`config.mk`:
```
export PLATFORM = sky130hd
export DESIGN_NAME = pong_game_ctrl_flat
export DESIGN_NICKNAME = d
export VERILOG_FILES = /design/src/rtl/pong_game_ctrl_if.sv /design/src/rtl/pong_game_ctrl.sv /design/src/flat_wrapper.sv
export SDC_FILE = /design/constraint.sdc
export NUM_CORES = 1
export LEC_CHECK = 0
export CORE_MARGIN = 5
export CORE_UTILIZATION = 47
export CTS_CLUSTER_DIAMETER = 100
export DETAILED_ROUTE_END_ITERATION = 8
export PLACE_DENSITY = 0.73
export SLEW_MARGIN = 10
export SYNTH_ARGS = -nofsm -noshare
export SYNTH_HDL_FRONTEND = slang
export SYNTH_SLANG_ARGS = --single-unit
```
`constraint.sdc`:
```
create_clock -name CLOCK_25 -period 6.1 [get_ports CLOCK_25]
set_input_delay 1.22 -clock CLOCK_25 [delete_from_list [all_inputs] [get_ports CLOCK_25]]
set_output_delay 1.22 -clock CLOCK_25 [all_outputs]
set_load 0.01 [all_outputs]
```
`src/rtl/pong_game_ctrl_if.sv`:
```
// Signal bundle between the Pong game sequencer and the rest of the design.
// The slave modport is the sequencer. The master modport is the button and ball side.
interface pong_game_ctrl_if;
  logic        frame_tick;
  logic        btn_start;
  logic        btn_p1_up;
  logic        btn_p1_down;
  logic        btn_p2_up;
  logic        btn_p2_down;
  logic [11:0] ball_x_pos;
  logic [11:0] ball_y_pos;
  logic        ball_run;
  logic        ball_load;
  logic        serve_left;
  logic [11:0] player_1_y_pos;
  logic [11:0] player_2_y_pos;
  logic [3:0]  score_1;
  logic [3:0]  score_2;
  logic [2:0]  game_state;
  logic [1:0]  winner;

  modport master (
    output frame_tick, btn_start, btn_p1_up, btn_p1_down, btn_p2_up, btn_p2_down,
    output ball_x_pos, ball_y_pos,
    input  ball_run, ball_load, serve_left, player_1_y_pos, player_2_y_pos,
    input  score_1, score_2, game_state, winner
  );

  modport slave (
    input  frame_tick, btn_start, btn_p1_up, btn_p1_down, btn_p2_up, btn_p2_down,
    input  ball_x_pos, ball_y_pos,
    output ball_run, ball_load, serve_left, player_1_y_pos, player_2_y_pos,
    output score_1, score_2, game_state, winner
  );
endinterface

```
`src/rtl/pong_game_ctrl.sv`:
```
// Pong match sequencer: game FSM, scores, paddle motion and ball load/run control.
// Define PONG_AI_PLAYER_2_EN to have player 2 track the ball instead of its buttons.
module pong_game_ctrl #(
  parameter int WIN_SCORE     = 7,
  parameter int SERVE_FRAMES  = 60,
  parameter int POINT_FRAMES  = 90,
  parameter int PADDLE_STEP   = 4,
  parameter int PADDLE_Y_INIT = 210,
  parameter int PADDLE_Y_MAX  = 420,
  parameter int GOAL_LEFT_X   = 4,
  parameter int GOAL_RIGHT_X  = 627
) (
  input logic             CLOCK_25,
  input logic             RESET_N,
  pong_game_ctrl_if.slave bus
);
  localparam logic [2:0]  ST_IDLE  = 3'd0;
  localparam logic [2:0]  ST_SERVE = 3'd1;
  localparam logic [2:0]  ST_PLAY  = 3'd2;
  localparam logic [2:0]  ST_POINT = 3'd3;
  localparam logic [2:0]  ST_OVER  = 3'd4;
  localparam logic [3:0]  WIN_S    = 4'(WIN_SCORE);
  localparam logic [15:0] SERVE_C  = 16'(SERVE_FRAMES);
  localparam logic [15:0] POINT_C  = 16'(POINT_FRAMES);
  localparam logic [11:0] STEP     = 12'(PADDLE_STEP);
  localparam logic [11:0] Y_INIT   = 12'(PADDLE_Y_INIT);
  localparam logic [11:0] Y_MAX    = 12'(PADDLE_Y_MAX);
  localparam logic [11:0] GOAL_L   = 12'(GOAL_LEFT_X);
  localparam logic [11:0] GOAL_R   = 12'(GOAL_RIGHT_X);

  // Compare before subtracting/adding so the 12-bit position never wraps.
  function automatic logic [11:0] paddle_move(input logic [11:0] y, input logic up, input logic dn);
    logic [12:0] sum;
    sum = {1'b0, y} + {1'b0, STEP};
    if (up && !dn) begin
      if (y < STEP) paddle_move = 12'd0;
      else          paddle_move = y - STEP;
    end else if (dn && !up) begin
      if (sum > {1'b0, Y_MAX}) paddle_move = Y_MAX;
      else                     paddle_move = sum[11:0];
    end else begin
      paddle_move = y;
    end
  endfunction

  logic [2:0]  state_r, state_nxt_s;
  logic [15:0] cnt_r, cnt_nxt_s;
  logic        start_q_r;
  logic        ball_run_r, ball_run_nxt_s;
  logic        ball_load_r, ball_load_nxt_s;
  logic        serve_left_r, serve_left_nxt_s;
  logic [11:0] p1_r, p1_nxt_s, p2_r, p2_nxt_s;
  logic [3:0]  s1_r, s1_nxt_s, s2_r, s2_nxt_s;
  logic [1:0]  winner_r, winner_nxt_s;
  logic        start_edge_s, tick_s, goal_l_s, goal_r_s, goal_any_s, win_s;
  logic        p2_up_s, p2_dn_s;
  logic [3:0]  s1_inc_s, s2_inc_s;

  assign start_edge_s = bus.btn_start & ~start_q_r;
  assign tick_s       = bus.frame_tick;
  assign goal_l_s     = (bus.ball_x_pos <= GOAL_L);
  assign goal_r_s     = (bus.ball_x_pos >= GOAL_R);
  assign goal_any_s   = goal_l_s | goal_r_s;
  assign s1_inc_s     = s1_r + 4'd1;
  assign s2_inc_s     = s2_r + 4'd1;
  assign win_s        = goal_l_s ? (s2_inc_s == WIN_S) : (s1_inc_s == WIN_S);

`ifdef PONG_AI_PLAYER_2_EN
  // Player 2 chases the ball centre against the paddle centre.
  assign p2_up_s = ({1'b0, bus.ball_y_pos} + 13'd4) < ({1'b0, p2_r} + 13'd30);
  assign p2_dn_s = ({1'b0, bus.ball_y_pos} + 13'd4) > ({1'b0, p2_r} + 13'd30);
  logic unused_s;
  assign unused_s = bus.btn_p2_up ^ bus.btn_p2_down;
`else
  assign p2_up_s = bus.btn_p2_up;
  assign p2_dn_s = bus.btn_p2_down;
  logic unused_s;
  assign unused_s = ^bus.ball_y_pos;
`endif

  // FSM state register
  always_ff @(posedge CLOCK_25 or negedge RESET_N) begin
    if (!RESET_N) state_r <= ST_IDLE;
    else          state_r <= state_nxt_s;
  end

  // FSM next-state decode
  always_comb begin
    state_nxt_s = state_r;
    case (state_r)
      ST_IDLE, ST_OVER: begin
        if (start_edge_s) state_nxt_s = ST_SERVE;
        else              state_nxt_s = state_r;
      end
      ST_SERVE: begin
        if (tick_s && (cnt_r <= 16'd1)) state_nxt_s = ST_PLAY;
        else                            state_nxt_s = ST_SERVE;
      end
      ST_PLAY: begin
        if (tick_s && goal_any_s) state_nxt_s = win_s ? ST_OVER : ST_POINT;
        else                      state_nxt_s = ST_PLAY;
      end
      ST_POINT: begin
        if (tick_s && (cnt_r <= 16'd1)) state_nxt_s = ST_SERVE;
        else                            state_nxt_s = ST_POINT;
      end
      default: state_nxt_s = ST_IDLE;
    endcase
  end

  // Next values of counter, scores, paddles and ball controls
  always_comb begin
    cnt_nxt_s        = cnt_r;
    s1_nxt_s         = s1_r;
    s2_nxt_s         = s2_r;
    winner_nxt_s     = winner_r;
    serve_left_nxt_s = serve_left_r;
    p1_nxt_s         = p1_r;
    p2_nxt_s         = p2_r;
    ball_load_nxt_s  = 1'b0;
    case (state_r)
      ST_IDLE, ST_OVER: begin
        if (start_edge_s) begin
          s1_nxt_s         = 4'd0;
          s2_nxt_s         = 4'd0;
          winner_nxt_s     = 2'b00;
          serve_left_nxt_s = 1'b0;
          p1_nxt_s         = Y_INIT;
          p2_nxt_s         = Y_INIT;
          cnt_nxt_s        = SERVE_C;
          ball_load_nxt_s  = 1'b1;
        end else begin
          cnt_nxt_s = cnt_r;
        end
      end
      ST_SERVE, ST_PLAY, ST_POINT: begin
        if (tick_s) begin
          p1_nxt_s = paddle_move(p1_r, bus.btn_p1_up, bus.btn_p1_down);
          p2_nxt_s = paddle_move(p2_r, p2_up_s, p2_dn_s);
          if (state_r == ST_PLAY) begin
            if (goal_l_s) begin
              s2_nxt_s         = s2_inc_s;
              serve_left_nxt_s = 1'b1;
            end else if (goal_r_s) begin
              s1_nxt_s         = s1_inc_s;
              serve_left_nxt_s = 1'b0;
            end else begin
              s1_nxt_s = s1_r;
            end
            if (goal_any_s && win_s)  winner_nxt_s = goal_l_s ? 2'b10 : 2'b01;
            else if (goal_any_s)      cnt_nxt_s    = POINT_C;
            else                      cnt_nxt_s    = cnt_r;
          end else if ((state_r == ST_POINT) && (cnt_r <= 16'd1)) begin
            cnt_nxt_s       = SERVE_C;
            ball_load_nxt_s = 1'b1;
          end else begin
            cnt_nxt_s = cnt_r - 16'd1;
          end
        end else begin
          cnt_nxt_s = cnt_r;
        end
      end
      default: cnt_nxt_s = 16'd0;
    endcase
    ball_run_nxt_s = (state_nxt_s == ST_PLAY);
  end

  // Registered datapath and outputs
  always_ff @(posedge CLOCK_25 or negedge RESET_N) begin
    if (!RESET_N) begin
      cnt_r        <= 16'd0;
      start_q_r    <= 1'b0;
      ball_run_r   <= 1'b0;
      ball_load_r  <= 1'b0;
      serve_left_r <= 1'b0;
      p1_r         <= Y_INIT;
      p2_r         <= Y_INIT;
      s1_r         <= 4'd0;
      s2_r         <= 4'd0;
      winner_r     <= 2'b00;
    end else begin
      cnt_r        <= cnt_nxt_s;
      start_q_r    <= bus.btn_start;
      ball_run_r   <= ball_run_nxt_s;
      ball_load_r  <= ball_load_nxt_s;
      serve_left_r <= serve_left_nxt_s;
      p1_r         <= p1_nxt_s;
      p2_r         <= p2_nxt_s;
      s1_r         <= s1_nxt_s;
      s2_r         <= s2_nxt_s;
      winner_r     <= winner_nxt_s;
    end
  end

  assign bus.ball_run       = ball_run_r;
  assign bus.ball_load      = ball_load_r;
  assign bus.serve_left     = serve_left_r;
  assign bus.player_1_y_pos = p1_r;
  assign bus.player_2_y_pos = p2_r;
  assign bus.score_1        = s1_r;
  assign bus.score_2        = s2_r;
  assign bus.game_state     = state_r;
  assign bus.winner         = winner_r;
endmodule

```
`src/flat_wrapper.sv`:
```
// flat-port wrapper written by rule: the top's interface ports become plain ports
module pong_game_ctrl_flat 
#(
  parameter int WIN_SCORE     = 7,
  parameter int SERVE_FRAMES  = 60,
  parameter int POINT_FRAMES  = 90,
  parameter int PADDLE_STEP   = 4,
  parameter int PADDLE_Y_INIT = 210,
  parameter int PADDLE_Y_MAX  = 420,
  parameter int GOAL_LEFT_X   = 4,
  parameter int GOAL_RIGHT_X  = 627
)
  (CLOCK_25, RESET_N, bus_frame_tick, bus_btn_start, bus_btn_p1_up, bus_btn_p1_down, bus_btn_p2_up, bus_btn_p2_down, bus_ball_x_pos, bus_ball_y_pos, bus_ball_run, bus_ball_load, bus_serve_left, bus_player_1_y_pos, bus_player_2_y_pos, bus_score_1, bus_score_2, bus_game_state, bus_winner);
  pong_game_ctrl_if bus_i ();
  input logic CLOCK_25;
  input logic RESET_N;
  input wire logic [$bits(bus_i.frame_tick)-1:0] bus_frame_tick;
  input wire logic [$bits(bus_i.btn_start)-1:0] bus_btn_start;
  input wire logic [$bits(bus_i.btn_p1_up)-1:0] bus_btn_p1_up;
  input wire logic [$bits(bus_i.btn_p1_down)-1:0] bus_btn_p1_down;
  input wire logic [$bits(bus_i.btn_p2_up)-1:0] bus_btn_p2_up;
  input wire logic [$bits(bus_i.btn_p2_down)-1:0] bus_btn_p2_down;
  input wire logic [$bits(bus_i.ball_x_pos)-1:0] bus_ball_x_pos;
  input wire logic [$bits(bus_i.ball_y_pos)-1:0] bus_ball_y_pos;
  output wire logic [$bits(bus_i.ball_run)-1:0] bus_ball_run;
  output wire logic [$bits(bus_i.ball_load)-1:0] bus_ball_load;
  output wire logic [$bits(bus_i.serve_left)-1:0] bus_serve_left;
  output wire logic [$bits(bus_i.player_1_y_pos)-1:0] bus_player_1_y_pos;
  output wire logic [$bits(bus_i.player_2_y_pos)-1:0] bus_player_2_y_pos;
  output wire logic [$bits(bus_i.score_1)-1:0] bus_score_1;
  output wire logic [$bits(bus_i.score_2)-1:0] bus_score_2;
  output wire logic [$bits(bus_i.game_state)-1:0] bus_game_state;
  output wire logic [$bits(bus_i.winner)-1:0] bus_winner;
  assign bus_i.frame_tick = bus_frame_tick;
  assign bus_i.btn_start = bus_btn_start;
  assign bus_i.btn_p1_up = bus_btn_p1_up;
  assign bus_i.btn_p1_down = bus_btn_p1_down;
  assign bus_i.btn_p2_up = bus_btn_p2_up;
  assign bus_i.btn_p2_down = bus_btn_p2_down;
  assign bus_i.ball_x_pos = bus_ball_x_pos;
  assign bus_i.ball_y_pos = bus_ball_y_pos;
  assign bus_ball_run = bus_i.ball_run;
  assign bus_ball_load = bus_i.ball_load;
  assign bus_serve_left = bus_i.serve_left;
  assign bus_player_1_y_pos = bus_i.player_1_y_pos;
  assign bus_player_2_y_pos = bus_i.player_2_y_pos;
  assign bus_score_1 = bus_i.score_1;
  assign bus_score_2 = bus_i.score_2;
  assign bus_game_state = bus_i.game_state;
  assign bus_winner = bus_i.winner;
  pong_game_ctrl #(.WIN_SCORE(WIN_SCORE), .SERVE_FRAMES(SERVE_FRAMES), .POINT_FRAMES(POINT_FRAMES), .PADDLE_STEP(PADDLE_STEP), .PADDLE_Y_INIT(PADDLE_Y_INIT), .PADDLE_Y_MAX(PADDLE_Y_MAX), .GOAL_LEFT_X(GOAL_LEFT_X), .GOAL_RIGHT_X(GOAL_RIGHT_X)) u_core (.CLOCK_25(CLOCK_25), .RESET_N(RESET_N), .bus(bus_i));
endmodule
```
==> summary.md, run 1 <==
| Metric | Value |
|---|---|
| Status | `finished, final reports clean` |
| Synth Register Bits | `55` |
| Most frequent cells in the layout | `o21ai_0 (62), clkdlybuf4s50_1 (56), nand2_1 (48)` |
| DR pass1 iterations | `5` |
| Area after DPL | `4540 um^2` |
| Final-layout fill cell count | `762` |
| Io pins | `72` |
| Initial DRC count | `245` |
| HPWL after DPL | `7390 um` |
| Setup TNS | `0 ps` |
| Multi-input gate area | `2400 um^2` |
| Nets | `569` |
| Pwr/cell area | `389 nW/um^2` |
| Peak supply drop | `0.138 mV` |
| Die area | `10400 um^2` |
| Final Power | `1.81 mW` |
| Number of synthesized flops with an enable pin | `0` |
| Clock sink count | `55` |
| CTS tree | `done` |
| Slew HR | `0.329` |
| Core ar. | `8220 um^2` |
| Resized Gates After CTS | `0` |
| DP Cell Count | `625` |
| DR vias | `3901` |
| RSZ-0062 raised after global routing | `no` |
| Average wire per standard cell | `16.2 um` |
| Fin area | `4640 um^2` |
| Leak pwr | `1.78 nW` |
| CTS root buf | `clkbuf_8` |
| Actual slew at the worst max-slew pin | `1000 ps` |
| Share of the yosys chip area belonging to registers | `0.349` |
| Std cell rows | `33` |
| Hold_buf cts | `0` |
| Via density | `6.16` |
| Die height | `102 um` |
| Data arrival, critical path | `3520 ps` |
| CTS Buffer Depth | `2` |
| Asr flop ratio synth | `1.00` |
| Logic pwr share | `0.484` |
| GRT Util Overall | `0.196` |
| Port Buffer Count | `57` |
| Fin cells | `633` |
| CP endpoint kind | `flop` |
| Crit-path max FO | `10` |
| Tmin final | `3250 ps` |
| Initial Util | `0.483` |
| Share of layout cells above drive strength 1 | `0.0682` |
| Die width | `102 um` |
| Crit start category | `input port` |
| Library cells used by synthesis | `68` |
| GR Overflow Total | `0` |
| Clock transition at the registers of the reported paths | `110 ps` |
| Commonest non-fill, non-tap cell in the layout | `o21ai_0` |
| Gpl congestion | `0.946` |
| Clock Latency Late Sink | `330 ps` |
| Worst slack, placed | `2550 ps` |
| WL final | `10300 um` |
| Antenna-violating nets left | `0` |
| Synth-to-Final Area Change | `16.9%` |
| Vias in the first global route | `3553` |
| Sw frac | `0.455` |
| Max Cap Violations | `0` |
| Final period utilization | `0.533` |
| Final Hold Fails | `0` |
| Final Setup Violations | `0` |
| Worst setup path class | `in2reg` |
| Largest net degree at the start of global routing | `56` |
| WP data required | `6360 ps` |
| Int Pwr | `984 uW` |
| Postcts setup bufs | `0` |
| Psw | `821 uW` |
| Post-Syn Area per Cell | `8.10 um^2` |
| ANT cells | `0` |
| Final WS setup | `2850 ps` |
| Max Slew Vio Count | `0` |
| Clock tree skew after final layout | `21.2 ps` |
| Syn. warnings | `0` |
| Clock share of power | `0.123` |
| Max H-tree Level | `2` |
| CTS buffer count | `5` |
| Main synth FF type | `dfrtp_1` |
| Flop pwr share | `0.394` |
| # DRC | `0` |
| Antenna violations before repair | `0` |
| Hold Path Class | `reg2reg` |
| Area of the mapped netlist | `3970 um^2` |
| Reg area | `1390 um^2` |
| Wire length of the first global-routing pass | `16800 um` |
| Synth Instances | `490` |
| Peak Freq | `0.307 GHz` |
## worst max-delay path, stage by stage
cell	delay [ps]
clkdlybuf4s50_1	750
inv_1	240
nor3_1	510
o21ai_0	300
a21oi_1	220
a21o_1	140
a22o_1	130
## final cells by class
class	instances	area share
multi-input combinational	393	0.517
tap	105	0.0283
clock inverter	2	0.00350
inverter	14	0.0113
timing repair buffer	58	0.123
clock buffer	6	0.0178
sequential	55	0.299
## worst paths after layout
kind                                               start                            to  slack, ps  depth (start not counted)
worst max-delay path                      bus_frame_tick  u_core.bus.player_1_y_pos[5]       2850                          7
worst min-delay path               u_core.bus.serve_left         u_core.bus.serve_left        510                          2
worst max register to register  u_core.bus.game_state[1]  u_core.bus.player_1_y_pos[5]       3500                          6
worst min register to register     u_core.bus.serve_left         u_core.bus.serve_left        510                          2
max in group asynchronous                        RESET_N               u_core.cnt_r[5]       4590                          2
min in group asynchronous                        RESET_N         u_core.bus.score_1[1]       1000                          2
## flip-flops by register name, summed over array words and instances (netlist names)
name / cells
u_core.bus.game_state: 3
u_core.bus.player_1_y_pos: 11
u_core.bus.winner: 2
u_core.bus.player_2_y_pos: 11
u_core.bus.serve_left: 1
u_core.start_q_r: 1
u_core.bus.score_2: 4
u_core.bus.ball_load: 1
u_core.bus.score_1: 4
u_core.bus.ball_run: 1
u_core.cnt_r: 16
## logic make-up after synthesis
family                     share of synthesized area
muxes                                         0.0211
AOI/OAI and AO/OA                              0.256
xor gates and xnor gates                      0.0309
adders and majority gates                     0.0315
and+or+nand+nor                                0.263
DFF                                            0.349
other                                       0.000945
buffers and inverters                         0.0476
## per-stage QoR
stage | hold WS (ps) | utilization
final | 507 | 0.565
after floorplan | 475 | -
after CTS | 503 | 0.565
after global routing | 549 | 0.565
after detailed placement | 476 | 0.553
after global placement | 484 | 0.553
## power groups by stage
| stage | clock network, mW | logic (mW) | registers [mW] |
|---|---|---|---|
| global route | 0.239 | 0.967 | 0.734 |
| CTS | 0.228 | 0.870 | 0.705 |
| finish | 0.222 | 0.873 | 0.710 |
| floorplan | 0 | 0.665 | 0.619 |
| global placement | 0 | 0.840 | 0.705 |
| detailed placement | 0 | 0.864 | 0.711 |
## metal layers
metal	global-route usage	share of wire
met1	0.273	0.47
met2	0.311	0.46
met3	0.0382	0.067
met4	0.0555	0.012
met5	0	0
## cells in the mapped netlist, drive strengths merged, types with 5 or more instances
library cell | n | share of area
o21ai | 64 | 0.082
nand2 | 48 | 0.045
dfrtp | 47 | 0.30
nor2 | 42 | 0.042
a21oi | 26 | 0.033
nand3 | 25 | 0.032
nor3 | 20 | 0.025
clkbuf | 16 | 0.015
nand2b | 15 | 0.024
inv | 14 | 0.013
buf | 13 | 0.019
ha | 10 | 0.032
xnor2 | 10 | 0.022
nand4 | 9 | 0.014
o211ai | 9 | 0.017
dfstp | 8 | 0.053
a21o | 7 | 0.013
nor4 | 7 | 0.016
o31ai | 7 | 0.013
a31oi | 6 | 0.0095
and3 | 6 | 0.0095
mux2i | 5 | 0.013
nor2b | 5 | 0.0079
nor4b | 5 | 0.011
o21a | 5 | 0.0095
Power figures use the tool's default switching activity.
==> inputs of run 2 (changes only) <==
==> constraint.sdc (replaced) <==
create_clock -name CLOCK_25 -period 3.2 [get_ports CLOCK_25]
set_input_delay 0.64 -clock CLOCK_25 [delete_from_list [all_inputs] [get_ports CLOCK_25]]
set_output_delay 0.64 -clock CLOCK_25 [all_outputs]
set_load 0.01 [all_outputs]
==> summary.md, run 2 (same netlist as run 1, synthesis figures left out) <==
| Metric | Value |
|---|---|
| Status | `finished, final reports clean` |
| Clock Latency Late Sink | `310 ps (-20 ps)` |
| Synth-to-Final Area Change | `17.2%` |
| DP Cell Count | `628 (+0.48%)` |
| Clock tree skew after final layout | `14.1 ps (-7.10 ps)` |
| Crit start category | `input port` |
| Hold_buf cts | `0 (unchanged)` |
| ANT cells | `0 (unchanged)` |
| RSZ-0062 raised after global routing | `no` |
| CP endpoint kind | `flop` |
| CP Launch Point | `bus_ball_x_pos[7]` |
| Tmin final | `2650 ps` |
| Commonest non-fill, non-tap cell in the layout | `o21ai_0` |
| Sw frac | `0.452 (-0.00294)` |
| Wire length of the first global-routing pass | `16800 um (unchanged)` |
| Fin cells | `636 (+0.47%)` |
| Port Buffer Count | `57 (unchanged)` |
| Most frequent cells in the layout | `o21ai_0 (62), clkdlybuf4s50_1 (56), nand2_1 (48)` |
| Core ar. | `8220 um^2 (unchanged)` |
| CTS root buf | `clkbuf_8` |
| Die width | `102 um (unchanged)` |
| Data arrival, critical path | `2850 ps (-670 ps)` |
| Vias in the first global route | `3518 (-0.99%)` |
| Nets | `572 (+0.53%)` |
| Max Cap Violations | `0 (unchanged)` |
| CTS Buffer Depth | `2 (unchanged)` |
| Peak Freq | `0.378 GHz` |
| Buf/Inv on CP | `1 (-1)` |
| Psw | `1.53 mW (+87%)` |
| Leak pwr | `1.80 nW (+0.89%)` |
| Gpl congestion | `0.940 (-0.66%)` |
| Final Setup Violations | `0 (unchanged)` |
| Setup TNS | `0 ps (unchanged)` |
| Via density | `6.02 (-2.3%)` |
| Io pins | `72 (unchanged)` |
| Antenna violations before repair | `0 (unchanged)` |
| Final period utilization | `0.827` |
| Postcts setup bufs | `0 (unchanged)` |
| Clock sink count | `55 (unchanged)` |
| HPWL after DPL | `7430 um (+0.60%)` |
| Max H-tree Level | `2 (unchanged)` |
| Crit path cell chain | `clkdlybuf4s50_1 > nor4_1 > and4_1 > mux2i_1 > o21ai_0 > nand2_1 > mux2_2` |
| Actual slew at the worst max-slew pin | `638 ps (-367 ps)` |
| Top delay family on crit path | `simple AND/OR/NAND/NOR gates` |
| Hold Path Class | `in2async` |
| Final Hold Fails | `0 (unchanged)` |
| Clock share of power | `0.115 (-0.008)` |
| Largest net degree at the start of global routing | `33 (-41%)` |
| GRT Util Overall | `0.197 (+0.00166)` |
| Logic pwr share | `0.488 (+0.004)` |
| WL final | `10000 um (-2.2%)` |
| Crit-path max FO | `9 (-1)` |
| Max FFs per register | `16 (unchanged)` |
| CTS tree | `done` |
| Flop pwr share | `0.397 (+0.003)` |
| Std cell rows | `33 (unchanged)` |
| Die area | `10400 um^2 (unchanged)` |
| Clock transition at the registers of the reported paths | `100 ps (about the same)` |
| Pwr/cell area | `730 nW/um^2 (+88%)` |
| Slew HR | `0.572 (+0.243)` |
| # DRC | `0 (unchanged)` |
| Crit-path slowest cell | `and4_1` |
| DR pass1 iterations | `4 (-1)` |
| CP max stage delay | `470 ps (-280 ps)` |
| Final-layout fill cell count | `751 (-1.4%)` |
| Reg2reg start | `u_core.bus.player_1_y_pos[2]` |
| GR Overflow Total | `0 (unchanged)` |
| Die height | `102 um (unchanged)` |
| WP data required | `3410 ps (-2950 ps)` |
| CTS buffer count | `5 (unchanged)` |
| Average wire per standard cell | `15.8 um (-2.7%)` |
| Share of layout cells above drive strength 1 | `0.0734 (+0.00526)` |
| Initial Util | `0.483 (unchanged)` |
| Antenna-violating nets left | `0 (unchanged)` |
| Peak supply drop | `0.276 mV (+100%)` |
| Most flops, register | `u_core.cnt_r` |
| Resized Gates After CTS | `0 (unchanged)` |
| Initial DRC count | `316 (+29%)` |
| Max Slew Vio Count | `0 (unchanged)` |
| DR vias | `3829 (-1.8%)` |
| Worst setup path class | `in2reg` |
| Int Pwr | `1.86 mW (+89%)` |
[run 2: cell types whose count changed in the layout (fill, tap and decap cells not counted)]
cell,before,now
buf_4,1,4
clkbuf_8,6,5
clkinv_2,0,2
clkinv_4,1,0
clkinvlp_4,1,0
inv_6,0,1
[run 2: final timing paths]
kind                                                end  slack (ps)  cells after the start
min in group CLOCK_25             u_core.bus.serve_left         510                      2
setup / recovery                   u_core.bus.winner[0]         550                      7
hold / removal                    u_core.bus.score_1[2]         290                      2
hold reg to reg                   u_core.bus.serve_left         510                      2
max in group asynchronous  u_core.bus.player_2_y_pos[4]        2520                      2
setup reg to reg           u_core.bus.player_1_y_pos[5]         680                      8
[run 2: final cells by class]
class                   instances  area [um^2]  share of cell area
well taps                     105          131              0.0282
repair buffers                 61          596               0.128
clock buffers                   5         68.8              0.0148
inverters                      14         52.6              0.0113
clock inverters                 3         18.8             0.00403
flip-flops and latches         55         1390               0.298
multi-input cells             393         2400               0.516
[run 2: power by group through the flow]
| stage | clock network, mW | logic [mW] | registers (mW) |
|---|---|---|---|
| global route | 0.432 | 1.85 | 1.40 |
| finish | 0.389 | 1.66 | 1.35 |
| detailed placement | 0 | 1.65 | 1.35 |
| floorplan | 0 | 1.27 | 1.18 |
| CTS | 0.404 | 1.65 | 1.34 |
| global placement | 0 | 1.61 | 1.34 |
[run 2: through the flow]
stage	cell area, um^2	worst slack, ps	hold WS [ps]	util	total power, mW
2_1_floorplan	3970	971	344	-	2.45
3_3_place_gp	4560	286	482	0.556	2.95
3_5_place_dp	4560	238	481	0.556	3.00
4_1_cts	4650	553	308	0.566	3.40
5_1_grt	4650	307	318	0.566	3.68
6_report	4650	554	294	0.566	3.40
[run 2: worst register-to-register path: cells and delay by family (launching register included)]
family	cells	cell delay, ps
AOI/OAI and AO/OA	4	950
buffers and inverters	1	140
DFF	1	530
and+or+nand+nor	2	610
adders and majority gates	1	190
[run 2: layer usage]
metal  vias up  share of wire  track usage
met2       120           0.45        0.306
met3        10          0.065       0.0334
met5         -              0            0
li1       1873              -            -
met1      1826           0.47        0.289
met4         0          0.011       0.0484
